[src/rtl/usbf_ep_pkg.sv]
// Shared constants for the USB function endpoint register bank:
// register offsets, CSR/INT field positions, endpoint types, interrupt bits, arbiter states.
package usbf_ep_pkg;

  localparam logic [1:0] REG_CSR  = 2'd0;
  localparam logic [1:0] REG_INT  = 2'd1;
  localparam logic [1:0] REG_BUF0 = 2'd2;
  localparam logic [1:0] REG_BUF1 = 2'd3;

  localparam int CSR_UC_LSB   = 28;
  localparam int CSR_WR_MSB   = 27;
  localparam int CSR_TYPE_MSB = 27;
  localparam int CSR_TYPE_LSB = 26;
  localparam int CSR_EPN_MSB  = 21;
  localparam int CSR_EPN_LSB  = 18;
  localparam int CSR_DMA_EN   = 15;
  localparam int CSR_MPS_MSB  = 10;

  localparam logic [1:0] EP_TYPE_DIS = 2'b00;
  localparam logic [1:0] EP_TYPE_IN  = 2'b01;
  localparam logic [1:0] EP_TYPE_OUT = 2'b10;

  localparam int INT_IENA_LSB = 24;
  localparam int INT_IENB_LSB = 16;

  localparam int INT_TMOUT     = 0;
  localparam int INT_CRC16     = 1;
  localparam int INT_UPID      = 2;
  localparam int INT_BUF0      = 3;
  localparam int INT_BUF1      = 4;
  localparam int INT_OUT_SHORT = 5;
  localparam int INT_SEQERR    = 6;

  typedef enum logic {
    ARB_IDLE = 1'b0,
    ARB_REQ  = 1'b1
  } arb_state_t;

  // Folds the seven status bits onto the six enable bits; both buffer sources share one enable.
  function automatic logic [5:0] int_map(input logic [6:0] stat);
    return {stat[INT_SEQERR], stat[INT_OUT_SHORT], stat[INT_BUF0] | stat[INT_BUF1],
            stat[INT_UPID], stat[INT_CRC16], stat[INT_TMOUT]};
  endfunction

endpackage

[src/rtl/usbf_ep_rf_bank_if.sv]
// Register-access port of the endpoint register bank (decoder side is master).
interface usbf_ep_rf_bank_if #(
  parameter int EAW = 2
) ();
  logic [EAW+1:0] adr;
  logic           re;
  logic           we;
  logic [31:0]    din;
  logic [31:0]    dout;

  modport master (output adr, output re, output we, output din, input dout);
  modport slave  (input adr, input re, input we, input din, output dout);
endinterface

[src/rtl/usbf_ep_dma_arb.sv]
// Round-robin DMA request arbiter over the endpoint pending flags (IDLE/REQ FSM).
module usbf_ep_dma_arb
  import usbf_ep_pkg::*;
#(
  parameter int NUM_EP = 4,
  parameter int EAW    = 2
) (
  input  logic              clk,
  input  logic              rst,
  input  logic [NUM_EP-1:0] pend,
  input  logic              dma_ack,
  output logic              dma_req,
  output logic [EAW-1:0]    dma_ep,
  output logic              ack_pulse
);

  arb_state_t     state_r;
  logic [EAW-1:0] last_r;
  logic [EAW-1:0] grant_s;
  logic [EAW-1:0] cand_s [NUM_EP];

  // Candidate i is the (i+1)-th endpoint after the last serviced one.
  for (genvar i = 0; i < NUM_EP; i++) begin : g_cand
    assign cand_s[i] = EAW'((int'(last_r) + i + 1) % NUM_EP);
  end

  // Pick the nearest pending candidate; scanning downwards lets the nearest one win.
  always_comb begin
    grant_s = last_r;
    for (int i = NUM_EP - 1; i >= 0; i--) begin
      grant_s = pend[cand_s[i]] ? cand_s[i] : grant_s;
    end
  end

  assign ack_pulse = (state_r == ARB_REQ) && dma_ack;

  // Arbiter FSM with registered request and endpoint outputs.
  always_ff @(posedge clk or negedge rst) begin
    if (!rst) begin
      state_r <= ARB_IDLE;
      dma_req <= 1'b0;
      dma_ep  <= {EAW{1'b0}};
      last_r  <= EAW'(NUM_EP - 1);
    end else begin
      case (state_r)
        ARB_IDLE: begin
          if (|pend) begin
            state_r <= ARB_REQ;
            dma_req <= 1'b1;
            dma_ep  <= grant_s;
          end
        end
        ARB_REQ: begin
          if (dma_ack) begin
            state_r <= ARB_IDLE;
            dma_req <= 1'b0;
            last_r  <= dma_ep;
          end else if (!pend[dma_ep]) begin
            // Request withdrawn because DMA was disabled on that endpoint.
            state_r <= ARB_IDLE;
            dma_req <= 1'b0;
          end
        end
        default: begin
          state_r <= ARB_IDLE;
          dma_req <= 1'b0;
        end
      endcase
    end
  end

endmodule

[src/rtl/usbf_ep_rf_bank.sv]
// Bank of NUM_EP endpoint register sets (CSR/INT/BUF0/BUF1) with endpoint match and interrupts.
// Define USBF_EP_DMA_EN to build the DMA pending flags and round-robin request arbiter.
module usbf_ep_rf_bank
  import usbf_ep_pkg::*;
#(
  parameter int NUM_EP = 4,
  parameter int EAW    = (NUM_EP > 1) ? $clog2(NUM_EP) : 1
) (
  input  logic            clk,
  input  logic            rst,
  usbf_ep_rf_bank_if.slave rf,
  output logic            inta,
  output logic            intb,
  input  logic [3:0]      ep_sel,
  output logic            ep_hit,
  output logic [EAW-1:0]  ep_idx,
  output logic [31:0]     csr,
  output logic [31:0]     buf0,
  output logic [31:0]     buf1,
  input  logic [31:0]     idin,
  input  logic            buf0_set,
  input  logic            buf1_set,
  input  logic            buf0_rl,
  input  logic            uc_set,
  input  logic [6:0]      int_set,
  output logic            dma_req,
  output logic [EAW-1:0]  dma_ep,
  input  logic            dma_ack
);

  logic [EAW-1:0]    a_ep_s;
  logic [1:0]        a_reg_s;
  logic [31:0]       csr_a  [NUM_EP];
  logic [31:0]       intr_a [NUM_EP];
  logic [31:0]       buf0_a [NUM_EP];
  logic [31:0]       buf1_a [NUM_EP];
  logic [NUM_EP-1:0] match_s;
  logic [NUM_EP-1:0] ia_s;
  logic [NUM_EP-1:0] ib_s;
  logic [EAW-1:0]    idx_s;
  logic [31:0]       rd_s;

  assign a_ep_s  = rf.adr[EAW+1:2];
  assign a_reg_s = rf.adr[1:0];

`ifdef USBF_EP_DMA_EN
  logic [NUM_EP-1:0] pend_s;
  logic              ack_s;

  usbf_ep_dma_arb #(.NUM_EP(NUM_EP), .EAW(EAW)) u_dma_arb (
    .clk       (clk),
    .rst       (rst),
    .pend      (pend_s),
    .dma_ack   (dma_ack),
    .dma_req   (dma_req),
    .dma_ep    (dma_ep),
    .ack_pulse (ack_s)
  );
`else
  logic unused_dma_s;
  assign dma_req      = 1'b0;
  assign dma_ep       = {EAW{1'b0}};
  assign unused_dma_s = dma_ack;
`endif

  for (genvar e = 0; e < NUM_EP; e++) begin : g_ep
    logic [31:0] csr_r;
    logic [31:0] buf0_r;
    logic [31:0] buf1_r;
    logic [31:0] orig_r;
    logic [5:0]  iena_r;
    logic [5:0]  ienb_r;
    logic [6:0]  stat_r;
    logic        sel_s;
    logic        upd_s;
    logic        clr_s;

    assign sel_s = (int'(a_ep_s) == e);
    assign upd_s = ep_hit && (int'(ep_idx) == e);
    assign clr_s = rf.re && sel_s && (a_reg_s == REG_INT);

    // Register storage; a same-cycle register write takes precedence over internal updates.
    always_ff @(posedge clk or negedge rst) begin
      if (!rst) begin
        csr_r  <= 32'd0;
        iena_r <= 6'd0;
        ienb_r <= 6'd0;
        stat_r <= 7'd0;
        buf0_r <= 32'hFFFF_FFFF;
        buf1_r <= 32'hFFFF_FFFF;
        orig_r <= 32'hFFFF_FFFF;
      end else begin
        if (rf.we && sel_s && (a_reg_s == REG_CSR)) begin
          csr_r[CSR_WR_MSB:0] <= rf.din[CSR_WR_MSB:0];
        end
        if (upd_s && uc_set) begin
          csr_r[31:CSR_UC_LSB] <= idin[3:0];
        end
        if (rf.we && sel_s && (a_reg_s == REG_INT)) begin
          iena_r <= rf.din[INT_IENA_LSB+5:INT_IENA_LSB];
          ienb_r <= rf.din[INT_IENB_LSB+5:INT_IENB_LSB];
        end
        stat_r <= (clr_s ? 7'd0 : stat_r) | (upd_s ? int_set : 7'd0);
        if (rf.we && sel_s && (a_reg_s == REG_BUF0)) begin
          buf0_r <= rf.din;
          orig_r <= rf.din;
        end else if (upd_s && buf0_rl) begin
          buf0_r <= orig_r;
        end else if (upd_s && buf0_set) begin
          buf0_r <= idin;
        end
        if (rf.we && sel_s && (a_reg_s == REG_BUF1)) begin
          buf1_r <= rf.din;
        end else if (upd_s && buf1_set) begin
          buf1_r <= idin;
        end
      end
    end

`ifdef USBF_EP_DMA_EN
    logic pend_r;

    // Pending flag: dropping dma_en wins, then a new buffer event, then the acknowledge.
    always_ff @(posedge clk or negedge rst) begin
      if (!rst) begin
        pend_r <= 1'b0;
      end else if (!csr_r[CSR_DMA_EN]) begin
        pend_r <= 1'b0;
      end else if (upd_s && (buf0_set || buf0_rl)) begin
        pend_r <= 1'b1;
      end else if (ack_s && (int'(dma_ep) == e)) begin
        pend_r <= 1'b0;
      end
    end

    assign pend_s[e] = pend_r && csr_r[CSR_DMA_EN];
`endif

    assign csr_a[e]   = csr_r;
    assign buf0_a[e]  = buf0_r;
    assign buf1_a[e]  = buf1_r;
    assign intr_a[e]  = {2'b00, iena_r, 2'b00, ienb_r, 9'd0, stat_r};
    assign match_s[e] = (csr_r[CSR_TYPE_MSB:CSR_TYPE_LSB] != EP_TYPE_DIS) &&
                        (csr_r[CSR_EPN_MSB:CSR_EPN_LSB] == ep_sel);
    assign ia_s[e]    = |(iena_r & int_map(stat_r));
    assign ib_s[e]    = |(ienb_r & int_map(stat_r));
  end

  // Lowest matching index wins, so scan from the top down.
  always_comb begin
    idx_s = {EAW{1'b0}};
    for (int i = NUM_EP - 1; i >= 0; i--) begin
      idx_s = match_s[i] ? EAW'(i) : idx_s;
    end
  end

  // Registered match result and aggregated interrupt lines.
  always_ff @(posedge clk or negedge rst) begin
    if (!rst) begin
      ep_hit <= 1'b0;
      ep_idx <= {EAW{1'b0}};
      inta   <= 1'b0;
      intb   <= 1'b0;
    end else begin
      ep_hit <= |match_s;
      ep_idx <= idx_s;
      inta   <= |ia_s;
      intb   <= |ib_s;
    end
  end

  // Combinational register read mux.
  always_comb begin
    rd_s = 32'd0;
    if (int'(a_ep_s) < NUM_EP) begin
      case (a_reg_s)
        REG_CSR:  rd_s = csr_a[a_ep_s];
        REG_INT:  rd_s = intr_a[a_ep_s];
        REG_BUF0: rd_s = buf0_a[a_ep_s];
        REG_BUF1: rd_s = buf1_a[a_ep_s];
        default:  rd_s = 32'd0;
      endcase
    end else begin
      rd_s = 32'd0;
    end
  end

  assign rf.dout = rd_s;
  assign csr     = csr_a[ep_idx];
  assign buf0    = buf0_a[ep_idx];
  assign buf1    = buf1_a[ep_idx];

endmodule

[src/flat_wrapper.sv]
// flat-port wrapper written by rule: the top's interface ports become plain ports
module usbf_ep_rf_bank_flat import usbf_ep_pkg::*;
#(
  parameter int NUM_EP = 4,
  parameter int EAW    = (NUM_EP > 1) ? $clog2(NUM_EP) : 1
)
  (clk, rst, inta, intb, ep_sel, ep_hit, ep_idx, csr, buf0, buf1, idin, buf0_set, buf1_set, buf0_rl, uc_set, int_set, dma_req, dma_ep, dma_ack, rf_adr, rf_re, rf_we, rf_din, rf_dout);
  usbf_ep_rf_bank_if #(.EAW(EAW)) rf_i ();
  input  logic clk;
  input  logic rst;
  output logic inta;
  output logic intb;
  input  logic [3:0] ep_sel;
  output logic ep_hit;
  output logic [EAW-1:0] ep_idx;
  output logic [31:0] csr;
  output logic [31:0] buf0;
  output logic [31:0] buf1;
  input  logic [31:0] idin;
  input  logic buf0_set;
  input  logic buf1_set;
  input  logic buf0_rl;
  input  logic uc_set;
  input  logic [6:0] int_set;
  output logic dma_req;
  output logic [EAW-1:0] dma_ep;
  input  logic dma_ack;
  input wire logic [$bits(rf_i.adr)-1:0] rf_adr;
  input wire logic [$bits(rf_i.re)-1:0] rf_re;
  input wire logic [$bits(rf_i.we)-1:0] rf_we;
  input wire logic [$bits(rf_i.din)-1:0] rf_din;
  output wire logic [$bits(rf_i.dout)-1:0] rf_dout;
  assign rf_i.adr = rf_adr;
  assign rf_i.re = rf_re;
  assign rf_i.we = rf_we;
  assign rf_i.din = rf_din;
  assign rf_dout = rf_i.dout;
  usbf_ep_rf_bank #(.NUM_EP(NUM_EP), .EAW(EAW)) u_core (.clk(clk), .rst(rst), .rf(rf_i), .inta(inta), .intb(intb), .ep_sel(ep_sel), .ep_hit(ep_hit), .ep_idx(ep_idx), .csr(csr), .buf0(buf0), .buf1(buf1), .idin(idin), .buf0_set(buf0_set), .buf1_set(buf1_set), .buf0_rl(buf0_rl), .uc_set(uc_set), .int_set(int_set), .dma_req(dma_req), .dma_ep(dma_ep), .dma_ack(dma_ack));
endmodule
[config.mk]
export PLATFORM = sky130hd
export DESIGN_NAME = usbf_ep_rf_bank_flat
export DESIGN_NICKNAME = d
export VERILOG_FILES = /design/src/rtl/usbf_ep_pkg.sv /design/src/rtl/usbf_ep_rf_bank_if.sv /design/src/rtl/usbf_ep_dma_arb.sv /design/src/rtl/usbf_ep_rf_bank.sv /design/src/flat_wrapper.sv
export SDC_FILE = /design/constraint.sdc
export NUM_CORES = 1
export LEC_CHECK = 0
export CORE_AREA = 2 2 247 249
export CTS_BUF_LIST = sky130_fd_sc_hd__clkbuf_4 sky130_fd_sc_hd__clkbuf_8 sky130_fd_sc_hd__clkbuf_16
export CTS_CLUSTER_DIAMETER = 120
export DETAILED_ROUTE_END_ITERATION = 10
export DIE_AREA = 0 0 249 251
export PLACE_DENSITY = 0.75
export SETUP_SLACK_MARGIN = 0.3
export SLEW_MARGIN = 20
export SYNTH_ARGS = -nofsm -noshare
export SYNTH_HDL_FRONTEND = slang
export SYNTH_HIERARCHICAL = 1
export SYNTH_SLANG_ARGS = --single-unit
[constraint.sdc]
create_clock -name clk -period 2.55 [get_ports clk]
set_input_delay 0.6375 -clock clk [delete_from_list [all_inputs] [get_ports clk]]
set_output_delay 0.6375 -clock clk [all_outputs]
set_load 0.01 [all_outputs]
Yosys cells after proc, flatten, opt, wreduce, memory -nomap -nowiden. Index checks and enable logic that the tools add are counted.

Register bits after elaboration: 593. Bits of input ports: 88. Output and inout bits: 136.

Magnitude comparators: 2. Eq/ne operators: 13. Multiplexer cells: 54. Bitwise logic cells: 18. Reduce and logical (&&, ||, !) cells: 70.

Operator list (count): 32-bit two-way mux (34); 32-bit binary-select mux with 2-bit select (7); 32-bit case mux with 4 select lines (1); 7-bit two-way mux (8); 1-bit logical AND (52); 6-bit AND (8); 24-bit OR reduction (2); 7-bit bitwise OR (4); 4-bit == test (4); 2-bit nonzero test (8); 2-bit == test, second input constant (6); 3-bit nonzero test (4); 2-bit two-way mux (4); 2-bit by 1-bit == test with 1-bit output, second input constant (3); 3-bit >= comparator, second input constant (2); 2-bit logical NOT (3); 2-bit inverter with 3-bit output (2); 1-bit bitwise OR (4); 4-bit OR reduction (1).

Longest topological paths before layout.
Depth in word-level cells: 6. Gate-level depth with buffers: 9. Depth with buffers taken out: 5.

Worst setup path after synthesis. Ideal clock, no wire load.

Kind: input -> output. Start: in rf_adr[2]. End: out rf_dout[27]. Arrival: 2.034 ns. Data required time: 1.913 ns. Slack: -0.122 ns. Stages: 6. Buffers on the path: 3. Cells stage by stage: buf_2 -> buf_2 -> buf_2 -> mux4_2 -> a22oi_1 -> nand2_1.

Cells in the longest elaborated chain, start to end: 5.

Ends and longest elaborated chain: from (decl) (RTL line flat_wrapper.sv:28) `input wire logic [$bits(rf_i.adr)-1:0] rf_adr;`; 2-bit inverter with 3-bit output (not written as such) (*); 32-bit binary-select mux with 2-bit select (on tied branches); 32-bit two-way mux (on tied branches) (2 in a row); 32-bit case mux with 4 select lines (*) (RTL line usbf_ep_rf_bank.sv:176) `case (a_reg_s)`; to (decl) (RTL line flat_wrapper.sv:32) `output wire logic [$bits(rf_i.dout)-1:0] rf_dout;`.

Mark *: on every way between the ends. The rest lies on a longest branch, timed or not. The select of a mux whose other input is x is not followed.

Worst setup path after layout.
Start: in rf_adr[2]. End: out rf_dout[29].

Same word-level chain as after synthesis.

==> impl_metrics.ini <==
[cells_and_area]
final_cell_mix = 805 x nand2_1, 384 x dfstp_2, 244 x o21ai_0
final_common_cell = nand2_1
stdcell_count = 4138
finalNetCount = 3387
multi_input_comb_area_sq_um = 15850
syn2layout_area_growth_pct = 29.98
final.fill_count = 3976
regArea_sq_um = 15330
drive_gt1_share_pct = 44.67
fin_area_sq_um = 41450

[sta]
hold-worst-slack_ns = 0.04937
period_share_pct = 119.1
timing.final.max_slew_violations = 0
slew-limit-headroom_pct = 40.30
max_freq_ghz = 0.3293
timing.final.ws_setup_ns = -0.4864
min_period_ns = 3.036
tns_ns = -32.93
finalClockSkew_ns = 0.02656
hold_violations = 0
grt_setup_unrepaired = true
tightest_slew_ns = 0.8927
setup_viol = 157

[detailed_routing]
wl_met3_um = 19880
wl_per_cell_um = 32.27
highest_layer = met5
wl_met1_um = 45200
vias = 28950
drtPass1Iterations = 7
vias_per_cell = 6.995
wl_met2_um = 58040
drt_iter0_drc = 4454
ant_nets = 0
drc = 0
wirelength_um = 133600

[yosys]
ys_seq_area_share_pct = 48.04
synth_area_leader_cell = dfstp_2
async_flop_share_pct = 100.0
synth-warning-count = 6
ys_ff_latch = 593
syn_inst = 2926
synth_edf_count = 0
syn_area_sq_um = 31890
syn_area_per_cell_sq_um = 10.90
yosys_most_used_dff = dfstp_2
synth_area_leaders = dfstp_2 32%, dfrtp_1 16%, mux4_2 15%
ys_types = 48
synth.top_cell.area_share_pct = 31.64

[die]
die_h_um = 251
die_x_um = 249
start_util_pct = 53.33
ios = 224
core_area_sq_um = 59790
std_cell_rows = 90
dieArea_sq_um = 62500

[setup_path]
start_kind = input port
crit_buf_inv = 4
crit_path_max_fanout = 5
path_delay_family = buffers and inverters
critical_path_arrival_ns = 2.40
critical-path-slowest-cell = mux4_2
cp_cell_sequence = clkbuf_16 > buf_12 > buf_8 > mux4_2 > a22oi_2 > nand2_2 > buf_6
path_class = input port to output pin
crit_required_ns = 1.91
critPathMaxStageDelay_ns = 0.49
cp-end-kind = output pin

[power_and_ir_drop]
leakage_nw = 18.01
ir_worst_vdd_uv = 635.0
powerDensity_nw_per_um2 = 1008
p_total_mw = 41.77

[global_routing]
grt_pass1_vias = 28720
grt_max_degree = 65
grt_use_total_pct = 40.61
grt_pass1_wl_um = 187400
antenna_found_initial = 9
gr-total-overflow = 0

[status]
status = finished with violations
failed_checks = negative setup slack

[clock_tree]
cts-root-buf = clkbuf_16
clockBufferDepth = 3
clk_latency_ns = 0.62
path_clk_slew_ns = 0.06
htree_levels = 3
cts_buffers = 67
postCtsHoldBufs = 0
cts.sinks = 593
cts_tree = done

[placed_design]
postPlaceCellArea_sq_um = 36520
gp_congestion = 0.9972
io_buffers = 219
hpwlAfterDp_um = 82280
placed_cells = 3879

[job]
max_cap_viol_count = 0

[min_path]
hold_class = input port to asynchronous set/reset pin
[repair_timing]
| item | 4_1_cts | 5_1_grt |
|---|---|---|
| resized for setup | 742 | 150 |
| gates cloned | 23 | 11 |
| endpoints found under the setup margin | 196 | 283 |
| pin swaps | 57 | 37 |
| buffers inserted | 66 | 33 |
[path summary, 6_finish.rpt]
kind / from / endpoint / slack [ns] / depth (start not counted)
min in group clk: u_core/g_ep[3].orig_r[16] / u_core/g_ep[3].orig_r[16] / 0.46 / 2
worst max register to register: u_core/ep_idx[0] / u_core/g_ep[0].buf0_r[17] / -0.07 / 14
max in group asynchronous: rst / u_core/g_ep[1].buf1_r[0] / 1.63 / 2
worst min register to register: u_core/g_ep[3].orig_r[16] / u_core/g_ep[3].orig_r[16] / 0.46 / 2
worst min-delay path: rst / u_core/g_ep[0].csr_r[22] / 0.05 / 1
worst max-delay path: rf_adr[2] / rf_dout[29] / -0.49 / 7
[cells in the mapped netlist, types with 16 or more instances]
cell type and instances:
a22oi_1 55, mux2_1 16, nand3_1 37, mux4_2 211, o21ai_0 286, o21ai_1 109, mux2_2 160, clkbuf_1 166
dfstp_2 384, a22o_1 36, buf_4 28, and3_1 98, dfrtp_1 209, nand2_1 823, mux2i_1 128, buf_2 68
[flip-flops by register name, summed over array words and instances (netlist names)]
register            flops
u_core/intb             1
u_core/g_ep.buf0_r    128
u_core/ep_idx           2
u_core/g_ep.orig_r    128
u_core/g_ep.stat_r     28
u_core/g_ep.iena_r     24
u_core/g_ep.ienb_r     24
u_core/g_ep.buf1_r    128
u_core/inta             1
u_core/g_ep.csr_r     128
u_core/ep_hit           1
[area by class of cell]
cell class / count / share of cell area, %
multi-input cells: 2056 / 38.25
flip-flops and latches: 593 / 36.99
repair buffers: 580 / 17.05
clock buffers: 100 / 4.854
well taps: 782 / 2.360
clock inverters: 19 / 0.4467
diodes: 7 / 0.04226
inverters: 1 / 0.009056
[per-stage QoR]
| step | utilization (%) | worst slack [ns] |
|---|---|---|
| global placement | 61.08 | -0.6755 |
| global route | 69.30 | -0.4513 |
| floorplan | - | 0.1356 |
| CTS | 67.63 | -0.3439 |
| detailed placement | 61.08 | -0.6950 |
| finish | 69.32 | -0.4864 |
[layer usage]
metal / vias to the layer above / GRT usage (%)
met5: - / 0.4633
met4: 12 / 25.84
met3: 735 / 13.75
met2: 2680 / 60.81
met1: 14350 / 50.78
li1: 11170 / -
[cell families (layout without fill, tap and decap cells)]
logic type | Yosys count | in the layout | share of synthesized area, %
simple gates | 1026 | 1026 | 13.62
mux | 515 | 515 | 25.13
compound gates | 496 | 496 | 8.741
xor+xnor | 16 | 16 | 0.4394
flops | 593 | 593 | 48.04
buf+inv | 279 | 700 | 4.018
other cells | 1 | 10 | 0.01176
[power breakdown]
group	leakage (nW)	switching (mW)	internal (mW)	total, mW
registers	6.61	3.20	13.9	17.1
clock network	1.11	4.06	5.77	9.83
logic	10.3	6.99	7.86	14.9
Power figures use the tool's default switching activity.
